`src/rtl/jt12_eg_pkg.sv`:
```
// Shared constants for the per-slot envelope generator: phase codes,
// attenuation limit, slot count and bit layout of the packed state word.
package jt12_eg_pkg;

  // ADSR phase codes carried in the packed state word
  localparam logic [1:0] ATTACK  = 2'd0;
  localparam logic [1:0] DECAY   = 2'd1;
  localparam logic [1:0] SUSTAIN = 2'd2;
  localparam logic [1:0] RELEASE = 2'd3;

  localparam logic [9:0] EG_MAX = 10'h3FF;  // full attenuation (silence)
  localparam int SLOTS = 24;
  localparam int ST_W  = 13;

  // Packed state word: [12]=keyon_prev, [11:10]=phase, [9:0]=attenuation
  localparam int KON_BIT = 12;
  localparam int PH_HI   = 11;
  localparam int PH_LO   = 10;
  localparam int EG_HI   = 9;
  localparam int EG_LO   = 0;

endpackage

```
`src/rtl/jt12_eg_inc.sv`:
```
// Rate table: turns the active rate, the global envelope counter and the
// per-round tick into an update strobe and an attenuation step size.
module jt12_eg_inc #(
  parameter int CNT_W = 12
) (
  input  logic [5:0]       rate,
  input  logic [CNT_W-1:0] eg_cnt,
  input  logic             eg_tick,
  output logic             upd,
  output logic [3:0]       step
);

  localparam logic [CNT_W-1:0] ONE = 1;

  logic [3:0]       rate_hi;
  logic [3:0]       sh;
  logic [CNT_W-1:0] mask;

  // Slow rates update on counter multiples of 2^sh; fast rates every tick with a larger step
  always_comb begin
    rate_hi = rate[5:2];
    sh      = (rate_hi >= 4'd11) ? 4'd0 : 4'd11 - rate_hi;
    mask    = (ONE << sh) - ONE;
    step    = 4'd1;
    upd     = 1'b0;
    if (rate >= 6'd48) begin
      // rate_hi 12..15 -> step 1, 2, 4, 8
      step = 4'd1 << (rate_hi - 4'd12);
      upd  = eg_tick;
    end else if (rate != 6'd0) begin
      upd = eg_tick && ((eg_cnt & mask) == '0);
    end
  end

endmodule

```
`src/rtl/jt12_eg_slot.sv`:
```
// Per-slot envelope state update. Reads one slot's packed state from the
// external 24-deep ring, computes the next ADSR phase and attenuation and
// registers it back out; also owns the slot counter and envelope tick counter.
module jt12_eg_slot #(
  parameter int SLOTS  = 24,
  parameter int EG_DIV = 3,
  parameter int CNT_W  = 12
) (
  input  logic                         clk,
  input  logic                         rst,
  input  logic                         clk_en,
  input  logic [jt12_eg_pkg::ST_W-1:0] st_in,
  input  logic                         keyon,
  input  logic [5:0]                   ar,
  input  logic [5:0]                   d1r,
  input  logic [5:0]                   d2r,
  input  logic [5:0]                   rr,
  input  logic [3:0]                   sl,
  output logic [jt12_eg_pkg::ST_W-1:0] st_out,
  output logic [9:0]                   eg_out,
  output logic [4:0]                   slot,
  output logic                         zero,
  output logic [CNT_W-1:0]             eg_cnt
);

  import jt12_eg_pkg::*;

  localparam int DIV_W = (EG_DIV > 1) ? $clog2(EG_DIV) : 1;

  logic [4:0]       slot_reg;
  logic [DIV_W-1:0] div_reg;
  logic [CNT_W-1:0] cnt_reg;
  logic             tick_reg;
  logic [ST_W-1:0]  st_reg;

  logic [4:0]      slot_next;
  logic            wrap;
  logic            tick_now;
  logic            kon_prev;
  logic [1:0]      phase;
  logic [9:0]      eg;
  logic [5:0]      rate;
  logic            upd;
  logic [3:0]      step;
  logic [13:0]     prod;
  logic [10:0]     dec;
  logic [10:0]     sum;
  logic [9:0]      att_eg;
  logic [9:0]      inc_eg;
  logic [9:0]      sus_lvl;
  logic [1:0]      ph_next;
  logic [9:0]      eg_next;
  logic [ST_W-1:0] st_next;

  // Slot sequencing; the tick decided when slot_reg is 0 stays valid for the rest of the round
  always_comb begin
    wrap      = (slot_reg == 5'(SLOTS - 1));
    slot_next = wrap ? 5'd0 : slot_reg + 5'd1;
    tick_now  = (slot_reg == 5'd0) ? (div_reg == DIV_W'(EG_DIV - 1)) : tick_reg;
  end

  // Unpack the incoming word and select the rate of the current phase
  always_comb begin
    kon_prev = st_in[KON_BIT];
    phase    = st_in[PH_HI:PH_LO];
    eg       = st_in[EG_HI:EG_LO];
    case (phase)
      ATTACK:  rate = ar;
      DECAY:   rate = d1r;
      SUSTAIN: rate = d2r;
      default: rate = rr;
    endcase
  end

  jt12_eg_inc #(
    .CNT_W (CNT_W)
  ) u_inc (
    .rate    (rate),
    .eg_cnt  (cnt_reg),
    .eg_tick (tick_now),
    .upd     (upd),
    .step    (step)
  );

  // Candidate attenuations: exponential attack toward 0, linear climb capped at EG_MAX
  always_comb begin
    prod    = 14'(eg) * 14'(step);
    dec     = {1'b0, prod[13:4]} + 11'd1;
    att_eg  = ({1'b0, eg} > dec) ? (eg - dec[9:0]) : 10'd0;
    sum     = {1'b0, eg} + {7'd0, step};
    inc_eg  = (sum > {1'b0, EG_MAX}) ? EG_MAX : sum[9:0];
    sus_lvl = (sl == 4'hF) ? 10'h3E0 : {1'b0, sl, 5'd0};
  end

  // Phase transitions: key edges win over rate-driven updates
  always_comb begin
    ph_next = phase;
    eg_next = eg;
    if (keyon && !kon_prev) begin
      if (ar >= 6'd62) begin
        ph_next = DECAY;
        eg_next = 10'd0;
      end else begin
        ph_next = ATTACK;
      end
    end else if (!keyon && kon_prev) begin
      ph_next = RELEASE;
    end else if (phase == ATTACK) begin
      if (upd) eg_next = att_eg;
      // An attack already at 0 moves on without waiting for an update
      if (eg_next == 10'd0) ph_next = DECAY;
    end else begin
      if (upd) eg_next = inc_eg;
      if (phase == DECAY && eg_next >= sus_lvl) ph_next = SUSTAIN;
    end
    st_next = {keyon, ph_next, eg_next};
  end

  // Slot counter, round divider and global envelope counter
  always_ff @(posedge clk) begin
    if (rst) begin
      slot_reg <= 5'd0;
      div_reg  <= '0;
      cnt_reg  <= '0;
      tick_reg <= 1'b0;
    end else if (clk_en) begin
      slot_reg <= slot_next;
      tick_reg <= tick_now;
      if (wrap) begin
        if (div_reg == DIV_W'(EG_DIV - 1)) begin
          div_reg <= '0;
          cnt_reg <= cnt_reg + CNT_W'(1);
        end else begin
          div_reg <= div_reg + DIV_W'(1);
        end
      end
    end
  end

  // Output state word; reset value matches the ring's all-ones attenuation in RELEASE
  always_ff @(posedge clk) begin
    if (rst) begin
      st_reg <= {1'b0, RELEASE, EG_MAX};
    end else if (clk_en) begin
      st_reg <= st_next;
    end
  end

  assign st_out = st_reg;
  assign eg_out = st_reg[EG_HI:EG_LO];
  assign slot   = slot_reg;
  assign zero   = (slot_reg == 5'd0);
  assign eg_cnt = cnt_reg;

endmodule

```
`config.mk`:
```
export PLATFORM = sky130hd
export DESIGN_NAME = jt12_eg_slot
export DESIGN_NICKNAME = d
export VERILOG_FILES = /design/src/rtl/jt12_eg_pkg.sv /design/src/rtl/jt12_eg_inc.sv /design/src/rtl/jt12_eg_slot.sv
export SDC_FILE = /design/constraint.sdc
export NUM_CORES = 1
export LEC_CHECK = 0
export BUFFER_PORTS_ARGS = -buffer_cell sky130_fd_sc_hd__clkbuf_2
export CORE_UTILIZATION = 52
export CTS_CLUSTER_DIAMETER = 30
export CTS_CLUSTER_SIZE = 14
export DETAILED_ROUTE_END_ITERATION = 12
export GPL_TIMING_DRIVEN = 0
export PLACE_DENSITY = 0.78
export SETUP_SLACK_MARGIN = 0.05
export SYNTH_ARGS = -nofsm -noshare
export SYNTH_HDL_FRONTEND = slang
export SYNTH_SLANG_ARGS = --single-unit
export TNS_END_PERCENT = 5
```
`constraint.sdc`:
```
create_clock -name clk -period 8.3 [get_ports clk]
set_input_delay 1.245 -clock clk [delete_from_list [all_inputs] [get_ports clk]]
set_output_delay 1.245 -clock clk [all_outputs]
set_load 0.005 [all_outputs]
```
After elaboration in Yosys (flattened, before gate mapping)
Index checks and enable logic that the tools add are counted.
{"block": "word_totals", "regBits": 33, "input_bits": 45, "out_inout_bits": 41, "elab_cells": 71}
{"block": "classes", "n_addsub": 9, "multipliers": 1, "magnitude_cmp": 6, "eq_ne": 5, "n_shift": 2, "muxes": 29, "bitwise_logic": 1, "n_reduce_logical": 13}
{"op": "10-bit 2-to-1 mux", "n": 15}
{"op": "6-bit one-hot mux with 3 select lines", "n": 1}
{"op": "10-bit by 4-bit multiplier with 14-bit output", "n": 1}
{"op": "12-bit by 1-bit adder with 12-bit output, second input constant", "n": 1}
{"op": "12-bit bitwise AND", "n": 1}
{"op": "6-bit >= comparator, second input constant", "n": 2}
{"op": "12-bit logical NOT", "n": 1}
{"op": "2-bit 2-to-1 mux", "n": 6}
{"op": "1-bit by 4-bit left shift with 12-bit output, first input constant", "n": 1}
{"op": "12-bit by 1-bit subtractor with 12-bit output, second input constant", "n": 1}
{"op": "10-bit by 1-bit adder with 11-bit output, second input constant", "n": 1}
{"op": "10-bit by 4-bit adder with 11-bit output", "n": 1}
{"op": "10-bit by 11-bit greater-than comparator with 1-bit output", "n": 1}
{"op": "11-bit by 10-bit greater-than comparator with 1-bit output, second input constant", "n": 1}
{"op": "10-bit >= comparator", "n": 1}
{"op": "10-bit logical NOT", "n": 1}
{"op": "10-bit subtractor", "n": 1}
{"op": "4-bit 2-to-1 mux", "n": 2}
{"op": "6-bit nonzero test", "n": 1}
{"op": "5-bit by 1-bit adder with 5-bit output, second input constant", "n": 1}
{"op": "5-bit equality test, second input constant", "n": 1}
{"op": "5-bit logical NOT", "n": 1}
{"op": "5-bit 2-to-1 mux", "n": 1}
{"op": "2-bit equality test, second input constant", "n": 2}
{"op": "13 further kinds", "n": 20}

Depth between registers and ports, before layout
Gate-level depths: netlist of run 1.
{"block": "depth", "word_depth": 21, "mapped_depth": 29, "ltp_nobuf": 28}

Cells and area by module
From an unflattened synthesis of run 1, not the netlist that was laid out.
{"block": "hier_totals", "hier_cells": 665, "hier_area_um2": 5056.1}
{"module": "jt12_eg_slot", "n_inst": 1, "cells_per_inst": 605, "area_each_um2": 4624.4}
{"module": "jt12_eg_inc", "n_inst": 1, "cells_per_inst": 60, "area_each_um2": 431.7}

Worst setup path before layout of run 1
Ideal clock, no wire load.
{"block": "synth_path", "path_type": "input to register", "startpoint": "input st_in[10] (netlist bit)", "endpoint": "register st_reg[10], in the netlist st_out[10]", "setup_ns": 0.117, "arrival_ns": 7.687, "required_time_ns": 8.183, "setup_slack_ns": 0.495, "cell_stages": 28, "n_path_buf": 1, "path_cell_list": "buf_4 -> mux4_2 -> ha_1 -> nand3b_1 -> nor3b_1 -> ha_1 -> fa_1 -> inv_1 -> fa_1 -> inv_1 -> ha_1 -> a21o_1 -> a31o_2 -> a211oi_1 -> nand3_1 -> nor2_1 -> xor2_1 -> a21oi_1 -> xor2_1 -> ha_1 -> o21a_1 -> o21ai_0 -> a31oi_1 -> o21ai_0 -> a22oi_1 -> nand2_1 -> o311a_1 -> a32o_1"}
{"block": "synth_via", "elab_chain_cells": 21, "word_cells_on_any_way": 43, "cone_classes": "add/sub (6); mul (1); order compare (5); eq/ne (2); shift (2); mux (20); bitwise (1); reduce/logical (6)"}
{"element": "start: declaration", "line": "jt12_eg_slot.sv:12", "text": "input logic [jt12_eg_pkg::ST_W-1:0] st_in,"}
{"element": "parallel branches: the longest is 18 deep, another holds 10-bit by 4-bit multiplier with 14-bit output"}
{"element": "2-bit 2-to-1 mux (*)", "line": "jt12_eg_slot.sv:108", "text": "end else if (phase == ATTACK) begin"}
{"element": "2-bit 2-to-1 mux (*)", "line": "jt12_eg_slot.sv:106", "text": "end else if (!keyon && kon_prev) begin"}
{"element": "2-bit 2-to-1 mux (*)", "line": "jt12_eg_slot.sv:99", "text": "if (keyon && !kon_prev) begin"}
{"element": "end signal: assignment", "line": "jt12_eg_slot.sv:143", "text": "st_reg <= {1'b0, RELEASE, EG_MAX};"}
{"element": "end signal: assignment", "line": "jt12_eg_slot.sv:145", "text": "st_reg <= st_next;"}
{"element": "end: declaration", "line": "jt12_eg_slot.sv:34", "text": "logic [ST_W-1:0] st_reg;"}
Every way passes the cells marked *. The select of a mux whose other input is x is not followed.
A chain may end at the register's enable or synchronous reset.

Final worst setup path of run 1
Same ends and word-level chain as after synthesis.

==> results of run 1 <==
where the power goes:
| group | internal (mW) | switching (mW) | total [mW] |
|---|---|---|---|
| Sequential | 0.165 | 0.00549 | 0.170 |
| Clock | 0.0979 | 0.0625 | 0.160 |
| Combinational | 0.114 | 0.153 | 0.267 |
layout make-up:
| class | instances | area [um2] |
|---|---|---|
| Multi-Input combinational cell | 488 | 3710 |
| Fill cell | 796 | 3260 |
| Sequential cell | 33 | 661 |
| Timing Repair Buffer | 88 | 450 |
| Inverter | 53 | 199 |
| Buffer | 38 | 196 |
| Tap cell | 108 | 135 |
| Clock buffer | 7 | 86.3 |
| Clock inverter | 1 | 30.0 |
through the flow:
step	cell area (um2)	hold slack, ns	setup TNS, ns	util [%]
after floorplan	4680	0.436	0	-
after global placement	5230	0.440	-5.42	60.0
after detailed placement	5240	0.459	-7.02	60.1
after CTS	5390	0.471	0	61.8
after global routing	5460	0.495	0	62.7
final	5460	0.472	0	62.7
cell usage in the layout (no fill, tap or decap), types with 4 or more instances in the layout:
| cell | count |
|---|---|
| a211oi_1 | 7 |
| a21o_1 | 13 |
| a21oi_1 | 33 |
| a31oi_1 | 12 |
| and2_1 | 23 |
| and3_1 | 4 |
| buf_1 | 4 |
| buf_2 | 4 |
| buf_4 | 15 |
| clkbuf_1 | 19 |
| clkbuf_2 | 84 |
| clkbuf_8 | 6 |
| dfxtp_1 | 33 |
| fa_1 | 17 |
| ha_1 | 43 |
| inv_1 | 53 |
| mux2i_1 | 7 |
| mux4_2 | 4 |
| nand2_1 | 57 |
| nand2b_1 | 13 |
| nand3_1 | 19 |
| nand3b_1 | 4 |
| nand4_1 | 20 |
| nor2_1 | 45 |
| nor2b_1 | 6 |
| nor3_1 | 9 |
| o21a_1 | 6 |
| o21ai_0 | 22 |
| o311a_1 | 4 |
| o31ai_1 | 5 |
| or3_1 | 5 |
| xnor2_1 | 20 |
| xor2_1 | 22 |
metal layers:
metal  wire length [um]  global-route usage (%)
met4                233                    6.31
met2               6270                    48.9
met5                  0                       0
met1               5360                    33.6
met3                750                    3.97
final timing paths:
kind | end | depth (start not counted) | slack (ns) | from
setup / recovery | st_out[10] | 31 | 0.45 | st_in[10]
hold / removal | tick_reg | 2 | 0.47 | tick_reg
setup reg to reg | st_out[11] | 20 | 3.53 | slot[0]
hold reg to reg | tick_reg | 2 | 0.47 | tick_reg
cell families (layout without fill, tap and decap cells):
logic type,count (synthesis),after routing,synth area share (%)
buffers and inverters,91,187,8.37
AOI/OAI and AO/OA,139,139,20.3
adders and majority gates,62,62,19.3
DFF,33,33,14.1
xor gates and xnor gates,44,44,8.24
muxes,15,15,4.47
and+or+nand+nor,228,228,25.2
worst min-delay path, cell delays in order (launching register included):
cell and delay, ns:
dfxtp_1 0.31, nand2_1 0.06, a21oi_1 0.06
what timing repair did:
| action | in CTS | in global routing |
|---|---|---|
| pin swaps | 1 | 2 |
| endpoints found under the setup margin | 11 | 11 |
| gates resized for setup | 6 | 12 |
| hold buffers | 0 | 0 |
| setup buffers | 1 | 3 |
==> impl_metrics.toml, run 1 <==
[pwr]
powerDensity_mw_per_mm2 = 109
max-vdd-ir-drop_mv = 0.0700
power_mw = 0.597
p_leak_nw = 2.53

[global_route]
grt_max_degree = 11
track_usage_pct = 27.0
overflow = 0
grt_pass1_wl_mm = 21.3
antenna_found_initial = 0
first_global_vias = 4567

[yosys]
syn_area_mm2 = 0.00468
yosys_warnings = 0
syn_inst = 612
synth_edf_count = 0
synth.area.top_cells = "dfxtp_1, ha_1, fa_1"
ys.flop_type = "dfxtp_1"
synth.avg_cell_area_um2 = 7.64
yosysTopAreaCellShare_pct = 14.1
synthTopCellsByCount = "nand2_1, inv_1, nor2_1, ha_1, a21oi_1"
syn-num-nets = 719
async_reset_ff_share_pct = 0
ys_seq_area_share_pct = 14.1
synthDistinctLibCells = 71
synth_most_common_cell = "nand2_1"
synth_top_cell_by_area = "dfxtp_1"
ys_ff_latch = 33

[sta]
worst_pin_slew_ns = 0.961
max_freq_ghz = 0.127
hold_viol = 0
clock_skew_ns = 0.00648
min_period_ns = 7.85
finalSetupViolations = 0
drv_slew = 0
relSlewSlack_pct = 35.3
final.setup.worst_slack_ns = 0.450
period_share_pct = 94.6
grt_setup_unrepaired = "false"

[drt]
vias = 4839
wire_per_inst_um = 15.5
drc_errors = 0
drt_iter0_drc = 280
viasPerCell = 5.93
drt-total-wl_mm = 12.6
postRouteAntennaNets = 0
dr.pass1.iters = 5

[clock_tree]
clock-root-buffer = "clkbuf_8"
clkSinkCount = 33
h-tree-depth = 2
cts_made_buffers = 5
max-clock-path-buffers = 2
path_clk_slew_ns = 0.07
cts_tree = "yes"
clock_latency_ns = 0.29

[floorplan]
die_w_um = 96.9
floorplan.initialDensity_pct = 53.6
core_area_mm2 = 0.00872
ios = 86
die_h_um = 96.9
die_area_mm2 = 0.00938
rows = 34

[final_layout]
drive_above_1_share_pct = 19.8
syn_to_final_growth_pct = 16.8
fin_nets = 814
largest_reg_flops = 13
layout.cells.non_filler = 816
antenna_cells = 0

[place]
io_buffers = 84
globalplace.congestion = 0.880
place_inst = 804
dp_hpwl_mm = 10.2
pre_cts_ws_ns = -0.858

[critical_path]
cp_num_buf_inv = 6
crit_slowest_cell = "mux4_2"
cp_max_fo = 10
cp_common_cell = "ha_1"
worstSetupPathType = "primary input to flop"
cpPeakStageDelay_ns = 0.57
crit_family = "compound AO/OA/AOI/OAI gates"
arrival_ns = 8.03
critPathCaptureType = "flop"
crit_required_ns = 8.48
crit_path_start_kind = "primary input"

[job]
drv_cap = 0

[min_path]
hp-class = "flop to flop"

[outcome]
outcome = "finished clean"
(Power assumes the default switching activity.)
==> inputs of run 2 (changes only) <==
--- a/config.mk
+++ b/config.mk
@@ -6,12 +6,14 @@
 export NUM_CORES = 1
 export LEC_CHECK = 0
 export BUFFER_PORTS_ARGS = -buffer_cell sky130_fd_sc_hd__clkbuf_2
-export CORE_UTILIZATION = 52
+export CELL_PAD_IN_SITES_DETAIL_PLACEMENT = 1
+export CELL_PAD_IN_SITES_GLOBAL_PLACEMENT = 2
+export CORE_UTILIZATION = 30
 export CTS_CLUSTER_DIAMETER = 30
 export CTS_CLUSTER_SIZE = 14
 export DETAILED_ROUTE_END_ITERATION = 12
 export GPL_TIMING_DRIVEN = 0
-export PLACE_DENSITY = 0.78
+export PLACE_DENSITY_LB_ADDON = 0.1
 export SETUP_SLACK_MARGIN = 0.05
 export SYNTH_ARGS = -nofsm -noshare
 export SYNTH_HDL_FRONTEND = slang
==> run 2 against run 1 <==
Compared with the run above:
- hold slack got worse by 0.012 ns
- setup slack got worse by 0.088 ns
- sequential power barely moved
- final area rose by 4.3%
- routed wire length rose by 25%
- register-to-register slack got worse by 0.19 ns
- combinational power rose by 6%
- clock-buffer cell count did not move
- largest cell class unchanged
- highest routed layer unchanged
==> impl_metrics.toml, run 2 (same netlist as run 1, synthesis figures left out) <==
[job]
drv_cap = 0

[sta]
grt_setup_unrepaired = "true"
clock_skew_ns = 0.00422
relSlewSlack_pct = 34.3
period_share_pct = 95.6
finalSetupViolations = 0
worst_pin_slew_ns = 0.976
max_freq_ghz = 0.126
drv_slew = 0
hold_viol = 0
min_period_ns = 7.94
final.setup.worst_slack_ns = 0.362

[clock_tree]
cts_made_buffers = 5
max-clock-path-buffers = 2
path_clk_slew_ns = 0.05
h-tree-depth = 2
cts_tree = "yes"
clkSinkCount = 33
clock_latency_ns = 0.29
clock-root-buffer = "clkbuf_16"

[global_route]
grt_max_degree = 11
grt_pass1_wl_mm = 25.5
antenna_found_initial = 0
overflow = 0
first_global_vias = 4917
track_usage_pct = 20.1

[critical_path]
crit_required_ns = 8.48
r2r-end = "st_out[11]"
reg2regPathDepth = 20
r2r_setup_slack_ns = 3.34
critPathCaptureType = "flop"
cp_common_cell = "ha_1"
rr_startpoint = "slot[0]"
crit_slowest_cell = "mux4_2"
cpPeakStageDelay_ns = 0.57
cp_max_fo = 10
crit_path_start_kind = "primary input"
worstSetupPathType = "primary input to flop"
arrival_ns = 8.12

[final_layout]
largest_reg_flops = 13
antenna_cells = 0
syn_to_final_growth_pct = 21.9
final_common_cell = "clkbuf_2"
fillCellCount = 1893
layout_common_cells = "clkbuf_2, nand2_1, inv_1"
fin_nets = 819
drive_above_1_share_pct = 21.2
layout.cells.non_filler = 901

[place]
pre_cts_ws_ns = -1.14
place_inst = 884
io_buffers = 84
globalplace.congestion = 0.833
dp_hpwl_mm = 12.9

[floorplan]
core_area_mm2 = 0.0152
rows = 45
die_w_um = 127
die_h_um = 127
die_area_mm2 = 0.0161
floorplan.initialDensity_pct = 30.8
ios = 86

[min_path]
worstHoldPathCells = 2
hp-class = "flop to flop"
holdCritStartpoint = "tick_reg"
min_to = "tick_reg"

[drt]
vias = 4862
drc_errors = 0
drt_iter0_drc = 204
drt-total-wl_mm = 15.8
wire_per_inst_um = 17.5
postRouteAntennaNets = 0
viasPerCell = 5.40
dr.pass1.iters = 4

[pwr]
powerDensity_mw_per_mm2 = 119
max-vdd-ir-drop_mv = 0.0793
p_leak_nw = 2.58

[outcome]
outcome = "finished clean"
## run 2: report_power, final
part / total, mW / switching, mW / internal, mW
combinational: 0.282 / 0.164 / 0.118
sequential: 0.170 / 0.00526 / 0.165
clock: 0.224 / 0.0742 / 0.150
## run 2: layer usage
metal  GRT usage [%]  wire length, um  vias up
li1                -                -     2351
met1            25.1             7200     2418
met2            36.4             8000       80
met3            2.53              422       13
met4            4.69              180        0
met5               0                0        -
## run 2: critical path: cells and delay by family
family	cells	cell delay [ns]
compound gates	9	2.21
xor+xnor	1	0.10
fa+ha+maj	5	1.81
buf+inv	6	0.84
mux	1	0.57
simple gates	6	1.34
## run 2: layout make-up
cell class / count / area [um2] / share of cell area [%]
well taps: 188 / 235 / 4.13
flip-flops and latches: 33 / 661 / 11.6
clock buffers: 7 / 143 / 2.50
clock inverters: 1 / 30.0 / 0.527
multi-input cells: 488 / 3750 / 65.8
plain buffers: 38 / 196 / 3.45
repair buffers: 93 / 488 / 8.56
inverters: 53 / 199 / 3.49
## run 2: worst max path at each step
stage	end	cells after the start	slack (ns)	start
2_1_floorplan	st_out[10]	28	0.50	st_in[10]
3_3_place_gp	st_out[7]	29	-1.01	st_in[10]
3_5_place_dp	st_out[10]	29	-1.14	st_in[10]
4_1_cts	st_out[7]	30	0.11	st_in[10]
5_1_grt	st_out[5]	31	-0.005	st_in[10]
6_report	st_out[10]	28	0.36	st_in[10]
## run 2: timing repair
action,in CTS,in global routing
hold endpoints to repair,0,0
pin swaps,1,5
setup endpoints to repair,11,11
hold buffers,0,0
setup buffers,3,6
gates resized for setup,7,19
gates cloned,0,0
## run 2: per-stage QoR
stage | cell area (um2) | utilization [%] | TNS [ns] | total power [mW] | hold WS (ns)
floorplan | 4680 | - | 0 | 0.355 | 0.436
global placement | 5330 | 35.1 | -8.69 | 0.434 | 0.443
detailed placement | 5340 | 35.1 | -10.14 | 0.442 | 0.456
CTS | 5570 | 36.6 | 0 | 0.674 | 0.464
global route | 5700 | 37.5 | -0.00471 | 0.724 | 0.500
finish | 5700 | 37.5 | 0 | 0.676 | 0.461
==> inputs of run 3 (changes only) <==
--- a/config.mk
+++ b/config.mk
@@ -8,11 +8,12 @@
 export BUFFER_PORTS_ARGS = -buffer_cell sky130_fd_sc_hd__clkbuf_2
 export CELL_PAD_IN_SITES_DETAIL_PLACEMENT = 1
 export CELL_PAD_IN_SITES_GLOBAL_PLACEMENT = 2
+export CORE_ASPECT_RATIO = 1.25
 export CORE_UTILIZATION = 30
 export CTS_CLUSTER_DIAMETER = 30
 export CTS_CLUSTER_SIZE = 14
 export DETAILED_ROUTE_END_ITERATION = 12
-export GPL_TIMING_DRIVEN = 0
+export GPL_TIMING_DRIVEN = 1
 export PLACE_DENSITY_LB_ADDON = 0.1
 export SETUP_SLACK_MARGIN = 0.05
 export SYNTH_ARGS = -nofsm -noshare
==> run 3 against run 2 <==
Compared with the run above:
- combinational power is 7% lower
- total power decreased by 9.6%
- fmax is 3.2% higher
- die area is essentially flat
- register-to-register slack gained 0.26 ns
- global-route usage up 0.44 points
- non-clock buffer count down 35
- critical path type unchanged
==> impl_metrics.toml, run 3 (same netlist as run 1, synthesis figures left out) <==
[pwr]
powerDensity_mw_per_mm2 = 113
max-vdd-ir-drop_mv = 0.0521
p_leak_nw = 2.47
power_mw = 0.612

[final_layout]
finish.utilization_pct = 36.0
largest_reg_flops = 13
syn_to_final_growth_pct = 15.9
drive_above_1_share_pct = 18.3
antenna_cells = 0
layout_common_cells = "clkbuf_2, nand2_1, inv_1"
fillCellCount = 1859
final_common_cell = "clkbuf_2"
fin_nets = 784

[sta]
worst_pin_slew_ns = 1.04
period_share_pct = 92.6
grt_setup_unrepaired = "true"
final.setup.worst_slack_ns = 0.610
relSlewSlack_pct = 30.3
min_period_ns = 7.69
setup_tns_ns = 0
drv_slew = 0
clock_skew_ns = 0.00576
max_freq_ghz = 0.130
finalSetupViolations = 0
hold_viol = 0

[drt]
vias = 4716
viasPerCell = 5.32
drt_iter0_drc = 234
wire_per_inst_um = 17.9
postRouteAntennaNets = 0
drt-total-wl_mm = 15.9
dr.pass1.iters = 4
drc_errors = 0

[floorplan]
ios = 86
die_area_mm2 = 0.0161
floorplan.initialDensity_pct = 31.0
die_w_um = 114
rows = 50
core_area_mm2 = 0.0151
die_h_um = 142

[place]
pre_cts_ws_ns = 0.0402
globalplace.congestion = 0.844
dp_hpwl_mm = 13.0
io_buffers = 85

[global_route]
first_global_vias = 4914
overflow = 0
grt_max_degree = 34
track_usage_pct = 20.5
antenna_found_initial = 0
grt_pass1_wl_mm = 26.0

[critical_path]
critPathCaptureType = "flop"
cp_num_buf_inv = 4
crit_slowest_cell = "mux4_2"
arrival_ns = 7.92
crit_family = "adder cells"
cp_max_fo = 10
crit_required_ns = 8.53
worstSetupPathType = "primary input to flop"
cpPeakStageDelay_ns = 0.58
cp_common_cell = "ha_1"
crit_path_start_kind = "primary input"

[clock_tree]
cts_tree = "yes"
clock_latency_ns = 0.28
max-clock-path-buffers = 2
path_clk_slew_ns = 0.06
clock-root-buffer = "clkbuf_16"
cts_made_buffers = 5
h-tree-depth = 2
clkSinkCount = 33
cts_hold_buf = 0

[job]
drv_cap = 0

[min_path]
hp-class = "flop to flop"

[outcome]
outcome = "finished clean"
-- run 3: cell type report --
cell class | instances | area, um2 | share of cell area (%)
clock inverter | 2 | 10.0 | 0.185
sequential | 33 | 661 | 12.2
clock buffer | 6 | 129 | 2.38
inverter | 53 | 199 | 3.67
timing repair buffer | 96 | 508 | 9.37
multi-input combinational | 488 | 3650 | 67.4
tap | 208 | 260 | 4.80
-- run 3: per-layer routing --
layer	GRT usage [%]	vias up	wire, um
met5	0	-	0
li1	-	2280	-
met1	25.5	2312	7100
met3	1.28	27	369
met2	37.1	97	7990
met4	7.27	0	439
-- run 3: repair_timing --
| action | CTS | global route |
|---|---|---|
| setup buffers | 0 | 1 |
| resized for setup | 0 | 6 |
| endpoints found under the setup margin | 0 | 10 |
-- run 3: worst paths after layout --
check                                from          to  slack, ns  cells past startpoint
worst max-delay path            st_in[10]  st_out[10]       0.61                     30
worst min-delay path             tick_reg    tick_reg       0.47                      2
worst max register to register    slot[0]  st_out[10]       3.60                     17
worst min register to register   tick_reg    tick_reg       0.47                      2
-- run 3: stage by stage --
step	cell area (um2)	std cells	hold WS [ns]
6_report	5420	886	0.471
5_1_grt	5420	886	0.522
4_1_cts	5390	885	0.474
3_5_place_dp	5250	877	0.465
3_3_place_gp	5250	877	0.447
2_1_floorplan	4680	612	0.436
-- run 3: worst register-to-register path: stages, from the launching register on --
cell,delay (ns)
dfxtp_1,0.36
inv_1,0.08
ha_1,0.15
nor4b_4,0.33
mux2i_1,0.24
a2111oi_2,0.38
o311a_1,0.21
nand4_1,0.12
o41a_1,0.54
or4b_1,0.57
and2_1,0.19
ha_1,0.29
nand2_1,0.05
nor2_1,0.31
a41oi_1,0.17
mux2i_1,0.27
nand3_1,0.11
a32o_1,0.22
-- run 3: report_power, final --
group | switching (mW) | internal [mW] | total (mW)
clock network | 0.0679 | 0.110 | 0.178
registers | 0.00571 | 0.165 | 0.171
logic | 0.156 | 0.107 | 0.263
total | 0.230 | 0.382 | 0.612
